## src/rtl/hazard_ctrl_pkg.sv

```systemverilog
// Shared encodings for the hazard controller: forwarding selects, the mult/div
// FSM states and the register-match helper.
package hazard_ctrl_pkg;

   // Branch comparator operand sources
   localparam logic [1:0] FWD_REG = 2'b00;
   localparam logic [1:0] FWD_MEM = 2'b01;
   localparam logic [1:0] FWD_WB  = 2'b10;

   // Mult/div unit occupancy states
   typedef enum logic {
      MD_IDLE = 1'b0,
      MD_BUSY = 1'b1
   } md_state_t;

   // A stage destination matches a source only if it writes and is not $0
   function automatic logic reg_match(input logic en, input logic [4:0] src,
                                      input logic [4:0] dst);
      return en && (src == dst) && (src != 5'd0);
   endfunction

endpackage

```

## src/rtl/md_timer.sv

```systemverilog
// Mult/div busy timer: counts down MD_LATENCY cycles after an accepted issue.
module md_timer
   import hazard_ctrl_pkg::*;
#(
   parameter int unsigned MD_LATENCY = 32
) (
   input  logic clk,
   input  logic rst,
   input  logic start,
   output logic busy
);

   localparam logic [5:0] LOAD = 6'(MD_LATENCY);

   md_state_t  state;
   logic [5:0] cnt;

   // FSM with registered busy; leaves MD_BUSY on the edge where cnt goes 1 -> 0
   always_ff @(posedge clk or posedge rst) begin
      if (rst) begin
         state <= MD_IDLE;
         cnt   <= 6'd0;
         busy  <= 1'b0;
      end else begin
         case (state)
            MD_IDLE: begin
               // start is ignored while busy; the issuer is stalled until idle
               if (start) begin
                  state <= MD_BUSY;
                  cnt   <= LOAD;
                  busy  <= 1'b1;
               end
            end
            MD_BUSY: begin
               cnt <= cnt - 6'd1;
               if (cnt == 6'd1) begin
                  state <= MD_IDLE;
                  busy  <= 1'b0;
               end
            end
            default: begin
               state <= MD_IDLE;
               busy  <= 1'b0;
            end
         endcase
      end
   end

endmodule

```

## src/rtl/hazard_ctrl.sv

```systemverilog
// Hazard controller for the five-stage MIPS pipeline: stall/flush decisions,
// decode-stage comparator forwarding, mult/div busy tracking and event counters.
module hazard_ctrl
   import hazard_ctrl_pkg::*;
#(
   parameter int unsigned MD_LATENCY = 32
) (
   input  logic        clk,
   input  logic        rst,
   input  logic [4:0]  id_rs_addr,
   input  logic [4:0]  id_rt_addr,
   input  logic        id_uses_rs,
   input  logic        id_uses_rt,
   input  logic        id_branch,
   input  logic        id_taken,
   input  logic        id_md_start,
   input  logic        id_md_read,
   input  logic        ex_rd_en,
   input  logic        ex_mem_rd,
   input  logic [4:0]  ex_rd_addr,
   input  logic        mem_rd_en,
   input  logic        mem_mem_rd,
   input  logic [4:0]  mem_rd_addr,
   input  logic        wb_rd_en,
   input  logic [4:0]  wb_rd_addr,
   output logic        pc_en,
   output logic        if_id_en,
   output logic        if_id_flush,
   output logic        id_ex_bubble,
   output logic [1:0]  fwd_rs,
   output logic [1:0]  fwd_rt,
   output logic        md_busy,
   output logic [31:0] stall_count,
   output logic [31:0] flush_count
);

   logic ex_rs, ex_rt, mem_rs, mem_rt, wb_rs, wb_rt;
   logic load_use, branch_alu, branch_load, md_hazard, stall;

   // Per-stage destination matches against both decode sources
   always_comb begin
      ex_rs  = reg_match(ex_rd_en,  id_rs_addr, ex_rd_addr);
      ex_rt  = reg_match(ex_rd_en,  id_rt_addr, ex_rd_addr);
      mem_rs = reg_match(mem_rd_en, id_rs_addr, mem_rd_addr);
      mem_rt = reg_match(mem_rd_en, id_rt_addr, mem_rd_addr);
      wb_rs  = reg_match(wb_rd_en,  id_rs_addr, wb_rd_addr);
      wb_rt  = reg_match(wb_rd_en,  id_rt_addr, wb_rd_addr);
   end

   // Stall terms; a load in EX ahead of a branch stalls once here and again in MEM
   always_comb begin
      load_use    = ex_mem_rd && ((id_uses_rs && ex_rs) || (id_uses_rt && ex_rt));
      branch_alu  = id_branch && !ex_mem_rd && (ex_rs || ex_rt);
      branch_load = id_branch && mem_mem_rd && (mem_rs || mem_rt);
      md_hazard   = (id_md_read || id_md_start) && md_busy;
      stall       = load_use || branch_alu || branch_load || md_hazard;
   end

   // Pipeline control; a stall freezes fetch and masks a taken branch
   always_comb begin
      pc_en        = !stall;
      if_id_en     = !stall;
      id_ex_bubble = stall;
      if_id_flush  = !stall && id_taken;
   end

   // Comparator forwarding; loads in MEM have no data yet, so they fall through
   always_comb begin
      fwd_rs = FWD_REG;
      fwd_rt = FWD_REG;
      if (mem_rs && !mem_mem_rd) begin
         fwd_rs = FWD_MEM;
      end else if (wb_rs) begin
         fwd_rs = FWD_WB;
      end
      if (mem_rt && !mem_mem_rd) begin
         fwd_rt = FWD_MEM;
      end else if (wb_rt) begin
         fwd_rt = FWD_WB;
      end
   end

   md_timer #(
      .MD_LATENCY (MD_LATENCY)
   ) u_md_timer (
      .clk   (clk),
      .rst   (rst),
      .start (id_md_start && !stall),
      .busy  (md_busy)
   );

   // Free-running event counters, wrapping modulo 2^32
   always_ff @(posedge clk or posedge rst) begin
      if (rst) begin
         stall_count <= 32'd0;
         flush_count <= 32'd0;
      end else begin
         if (stall) begin
            stall_count <= stall_count + 32'd1;
         end
         if (if_id_flush) begin
            flush_count <= flush_count + 32'd1;
         end
      end
   end

endmodule

```

## config.mk

```make
export PLATFORM = sky130hd
export DESIGN_NAME = hazard_ctrl
export DESIGN_NICKNAME = d
export VERILOG_FILES = /design/src/rtl/hazard_ctrl_pkg.sv /design/src/rtl/md_timer.sv /design/src/rtl/hazard_ctrl.sv
export SDC_FILE = /design/constraint.sdc
export NUM_CORES = 1
export LEC_CHECK = 0
export CORE_MARGIN = 4
export CORE_UTILIZATION = 45
export CTS_CLUSTER_DIAMETER = 30
export DETAILED_ROUTE_END_ITERATION = 6
export DONT_BUFFER_PORTS = 1
export GPL_TIMING_DRIVEN = 0
export PLACE_DENSITY = 0.7
export REMOVE_ABC_BUFFERS = 1
export SYNTH_ARGS = -nofsm -noshare
export SYNTH_HDL_FRONTEND = slang
export SYNTH_HIERARCHICAL = 1
export SYNTH_SLANG_ARGS = --single-unit
```

## constraint.sdc

```tcl
create_clock -name clk -period 6.4 [get_ports clk]
set_clock_uncertainty 0.05 [all_clocks]
set_input_delay 1.28 -clock clk [delete_from_list [all_inputs] [get_ports clk]]
set_output_delay 1.28 -clock clk [all_outputs]
set_load 0.02 [all_outputs]
```

# [Word-level counts from Yosys, hierarchy flattened]
# Index checks and enable logic that the tools add are counted.
[op_classes] n_addsub=3 mul=0 div_mod_pow=0 n_lt_le_gt_ge=0 eq_ne=9 n_shift=0 mux=12 bitwise_logic=1 reduce_logical=37
[ops] cell="$add A32 B1 Y32 const B" count=2
[ops] cell="$eq A5 B5 Y1" count=6
[ops] cell="$logic_and A1 B1 Y1" count=24
[ops] cell="$pmux W6 S2" count=1
[ops] cell="$reduce_bool A5 Y1" count=2
[ops] cell="$mux W2" count=4
[ops] cell="$logic_or A1 B1 Y1" count=7
[ops] cell="$eq A6 B1 Y1 const B" count=1
[ops] cell="$mux W6" count=1
[ops] cell="$sub A6 B1 Y6 const B" count=1
[ops] cell="$mux W1" count=4
[ops] cell="$pmux W1 S2" count=2
[ops] cell="$logic_not A1 Y1" count=3
[ops] cell="$ne A2 B1 Y1 const B" count=1
[ops] cell="$ne A2 B2 Y1 const B" count=1
[ops] cell="$reduce_and A2 Y1" count=1
[ops] cell="$not A1 Y1" count=1
[totals] ff_bits=72 latchBits=0 ram_bits=0 mem_bits_ro=0 in_bits=38 out_inout_bits=73 wordCells=67 n_memories=0

# [Longest topological paths before layout]
[depth] depth_word=13 mapped_depth=11 ltp_nobuf=9

# [Cells and area by module]
# The synthesis kept the hierarchy.
[modules_own_cells] module="hazard_ctrl" instances=1 cells_each=336 area_per_inst_um2=3492.1 seq_area_each_um2=1601.5
[modules_own_cells] module="md_timer" instances=1 cells_each=39 area_per_inst_um2=389.1 seq_area_each_um2=200.2

# [Least setup slack after synthesis]
# OpenSTA, ideal clock, no wires.
[synth_path] path_type="input -> output" startpoint="in id_rt_addr[1]" endpoint="out pc_en" arrival_time_ns=2.894 t_required_ns=5.070 path_slack_ns=2.176 stages=8 n_path_buf=3 cell_sequence="or4_1 > nor2_2 > o41ai_1 > a31oi_1 > and3_1 > buf_4 > buf_2 > buf_4"
[synth_between] elab_chain_len=10 word_cells_on_any_way=18 cone_classes="eq/ne: 2; reduce/logical: 16"
[synth_lines] element="start, declared" line="hazard_ctrl.sv:11" rtl="input logic [4:0] id_rt_addr,"
[synth_lines] element="$eq A5 B5 Y1" line="hazard_ctrl_pkg.sv:19" rtl="return en && (src == dst) && (src != 5'd0);"
[synth_lines] element="$logic_and A1 B1 Y1 (2 in series)" line="hazard_ctrl_pkg.sv:19"
[synth_lines] element="$logic_and A1 B1 Y1" line="hazard_ctrl.sv:52" rtl="load_use = ex_mem_rd && ((id_uses_rs && ex_rs) || (id_uses_rt && ex_rt));"
[synth_lines] element="$logic_or A1 B1 Y1" line="hazard_ctrl.sv:52"
[synth_lines] element="$logic_and A1 B1 Y1" line="hazard_ctrl.sv:52"
[synth_lines] element="$logic_or A1 B1 Y1" line="hazard_ctrl.sv:56" rtl="stall = load_use || branch_alu || branch_load || md_hazard;"
[synth_lines] element="$logic_or A1 B1 Y1 (*) (2 in series)" line="hazard_ctrl.sv:56"
[synth_lines] element="$logic_not A1 Y1 (*)"
[synth_lines] element="end, declared" line="hazard_ctrl.sv:26" rtl="output logic pc_en,"
# Every way passes the cells marked *; elsewhere a longest branch is shown, timed or not.

# [Worst setup path in the final report]
[layout_path] startpoint="in id_rt_addr[1]" endpoint="out if_id_flush"
[layout_between] elab_chain_len=11 word_cells_on_any_way=19 cone_classes="eq/ne: 2; reduce/logical: 17"
[layout_lines] element="$eq A5 B5 Y1" line="hazard_ctrl_pkg.sv:19"
[layout_lines] element="$logic_and A1 B1 Y1 (2 in series)" line="hazard_ctrl_pkg.sv:19"
[layout_lines] element="$logic_and A1 B1 Y1" line="hazard_ctrl.sv:52"
[layout_lines] element="$logic_or A1 B1 Y1" line="hazard_ctrl.sv:52"
[layout_lines] element="$logic_and A1 B1 Y1" line="hazard_ctrl.sv:52"
[layout_lines] element="$logic_or A1 B1 Y1" line="hazard_ctrl.sv:56"
[layout_lines] element="$logic_or A1 B1 Y1 (*) (2 in series)" line="hazard_ctrl.sv:56"
[layout_lines] element="$logic_not A1 Y1 (*)"
[layout_lines] element="via if_id_en" line="hazard_ctrl.sv:27" rtl="output logic if_id_en,"
[layout_lines] element="$logic_and A1 B1 Y1 (*)" line="hazard_ctrl.sv:64" rtl="if_id_flush = !stall && id_taken;"
[layout_lines] element="end, declared" line="hazard_ctrl.sv:28" rtl="output logic if_id_flush,"
# The timed path passes the listed nets; every way through them passes the cells marked *.

==> impl_metrics.yaml <==
outcome:
  status: "completed"
run:
  cap_violations: 0
synthesis:
  synth_top_family_by_area: "simple AND/OR/NAND/NOR gates"
  yosysWarnings: 6
  synth_top_area_cell: "dfrtp_1"
  yosys.area_share.adder_pct: 1.289
  synth_area_um2: 3881
  synth_top_area_share_pct: 46.42
  ys_ff_latch: 72
  synth_xor_area_share_pct: 20.95
  synthTopCellsByArea: "dfrtp_1 (46%), xnor2_1 (14%), xor2_1 (7.0%), nand4_1 (4.7%), nand2_1 (3.4%)"
  yosys.area_share.simple_pct: 25.69
  syn_avg_cell_area_um2: 10.35
  synthDistinctLibCells: 40
  synth.area.mux_share_pct: 0.5480
  seq_area_frac_synth_pct: 46.42
  syn-instance-count: 375
  synth_compound_area_share_pct: 2.257
global_route:
  grt_max_degree: 37
  top_usage_layer: "met2"
  overflow: 0
  grt_use_total_pct: 18.01
  grtUsageMet3_pct: 7.820
  antenna_found_initial: 0
  met1_usage_pct: 21.85
  grtUsageMet2_pct: 29.01
  grt_pass1_vias: 2822
  grt_pass1_wl_mm: 14.46
routing:
  wl_mm: 8.914
  firstDrtPassIters: 4
  drc: 0
  via_per_inst: 5.866
  vias: 2845
  ant_nets: 0
  wl_per_cell_um: 18.38
  drt-initial-drc-count: 151
critical_path:
  slowest_stage: "and3_2"
  path_cells: "or4_1 -> nor2_2 -> o41ai_1 -> a31oi_1 -> and3_2 -> nand2_1 -> inv_1"
  critPathTopFamily: "simple AND/OR/NAND/NOR gates"
  crit_path_start_kind: "input port"
  max_stage_delay_ns: 0.81
  cp_num_buf_inv: 1
  required_ns: 5.07
  cp.arrival_ns: 3.58
  path_class: "in -> out"
  end_kind: "output port"
  cp_max_fo: 34
cts:
  ctsRootBufferMaster: "clkbuf_8"
  cts_made_buffers: 9
  postCtsHoldBufs: 0
  tritoncts: "built"
  post_cts_buffers: 0
  ctsResizeCount: 0
  clk_pin_slew_ns: 0.07
  clock_sinks: 72
  cts_max_level: 3
  clock_path_buffers: 2
  clock_latency_ns: 0.34
sta:
  whs_ns: 0.4281
  setup-violations-final: 0
  tightest_slew_ns: 1.103
  hold_viol: 0
  finalCriticalPeriod_ns: 4.912
  relSlewSlack_pct: 25.76
  rsz0062_at_grt: "false"
  timing.final.crit_share_pct: 76.75
  slew_violations: 0
  tns_ns: 0
  clock.fmax_ghz: 0.2036
min_path:
  holdCritPathClass: "reg -> reg"
pwr:
  vdd_drop_max_mv: 0.2239
  p_per_area_nw_per_um2: 332.2
  p_leak_nw: 1.847
cells_and_area:
  layout_commonest_cell: "dfrtp_1"
  fill_cells: 741
  drive_above_1_share_pct: 10.79
  final_cell_mix: "dfrtp_1 (72), xnor2_1 (60), nand2_1 (35)"
  area_growth_pct: 8.156
  fin_nets: 417
  regArea_um2: 1802
  multi_input_area_um2: 1971
  num_antenna_cells: 0
die:
  die_h_um: 100.9
  die_w_um: 100.9
  core_um2: 8299
  start_util_pct: 46.77
  fp-row-count: 33
  io-pin-count: 111
  dieArea_um2: 10170
placement:
  dpl.hpwl_mm: 6.524
  io_buffers: 0
  place_congestion: 0.9669
[path summary, 6_finish.rpt]
path | from | to | slack, ns | cells after the start
max | id_rt_addr[1] | if_id_flush | 1.49 | 7
min | u_md_timer/cnt[5] | u_md_timer/cnt[5] | 0.43 | 1
max reg2reg | u_md_timer/busy | flush_count[18] | 3.43 | 7
min reg2reg | u_md_timer/cnt[5] | u_md_timer/cnt[5] | 0.43 | 1
max in group asynchronous | rst | flush_count[24] | 4.85 | 2
min in group asynchronous | rst | u_md_timer/cnt[5] | 0.72 | 1
[registers in the layout, summed over array words and instances (netlist names)]
| name | count |
|---|---|
| stall_count | 32 |
| u_md_timer/state | 1 |
| u_md_timer/busy | 1 |
| flush_count | 32 |
| u_md_timer/cnt | 6 |
[metal layers]
layer	share of wire [%]	vias to the layer above
li1	-	1321
met1	41	1418
met2	49	94
met3	8.7	12
met4	1.5	0
met5	0	-
[layout make-up]
| cell class | count | area share [%] |
|---|---|---|
| clock buffers | 11 | 3.607 |
| clock inverters | 5 | 1.878 |
| inverters | 11 | 1.043 |
| multi-input cells | 280 | 46.94 |
| flip-flops and latches | 72 | 42.92 |
| well taps | 105 | 3.130 |
| repair buffers | 1 | 0.4769 |
[metrics by stage]
step	setup slack (ns)	util, %	area [um2]	total power [mW]	cells
6_report	1.488	50.58	4198	1.394	485
5_1_grt	1.308	50.58	4198	1.482	485
4_1_cts	1.522	50.58	4198	1.410	485
3_5_place_dp	1.526	47.81	3968	0.9997	469
3_3_place_gp	0.8800	47.55	3946	0.9774	468
2_1_floorplan	1.445	-	3815	0.8993	363
[power by group]
group	leakage, nW	switching (mW)	internal, mW
Sequential	0.957	0.149	0.523
Clock	0.119	0.167	0.240
Combinational	0.771	0.204	0.111
Total	1.85	0.520	0.874
[logic make-up (layout without fill, tap and decap cells)]
family	Yosys count	count (layout)
XOR/XNOR	92	92
buffers and inverters	23	28
adder cells (fa/ha/maj)	4	4
AND/OR/NAND/NOR	167	167
flip-flops	72	72
AO/OA/AOI/OAI	15	15
multiplexers	2	2
[cells in the mapped netlist (all sizes together)]
| master | count |
|---|---|
| nor4b | 2 |
| nor2 | 9 |
| nand3 | 25 |
| xnor2 | 61 |
| a21oi | 2 |
| o311ai | 1 |
| o211ai | 1 |
| nor3 | 20 |
| dfrtp | 72 |
| or4 | 3 |
| nand2b | 2 |
| inv | 11 |
| a31oi | 1 |
| mux2 | 1 |
| nand2 | 35 |
| nor2b | 2 |
| nand4 | 30 |
| buf | 8 |
| o41ai | 1 |
| or4b | 1 |
| and4 | 3 |
| xor2 | 31 |
| and3 | 13 |
| clkbuf | 4 |
| nor4 | 17 |
| mux2i | 1 |
| o22ai | 1 |
| o21ai | 8 |
| or3 | 1 |
| ha | 4 |
| and2 | 4 |
No activity file was read; power rests on OpenSTA's default activity.
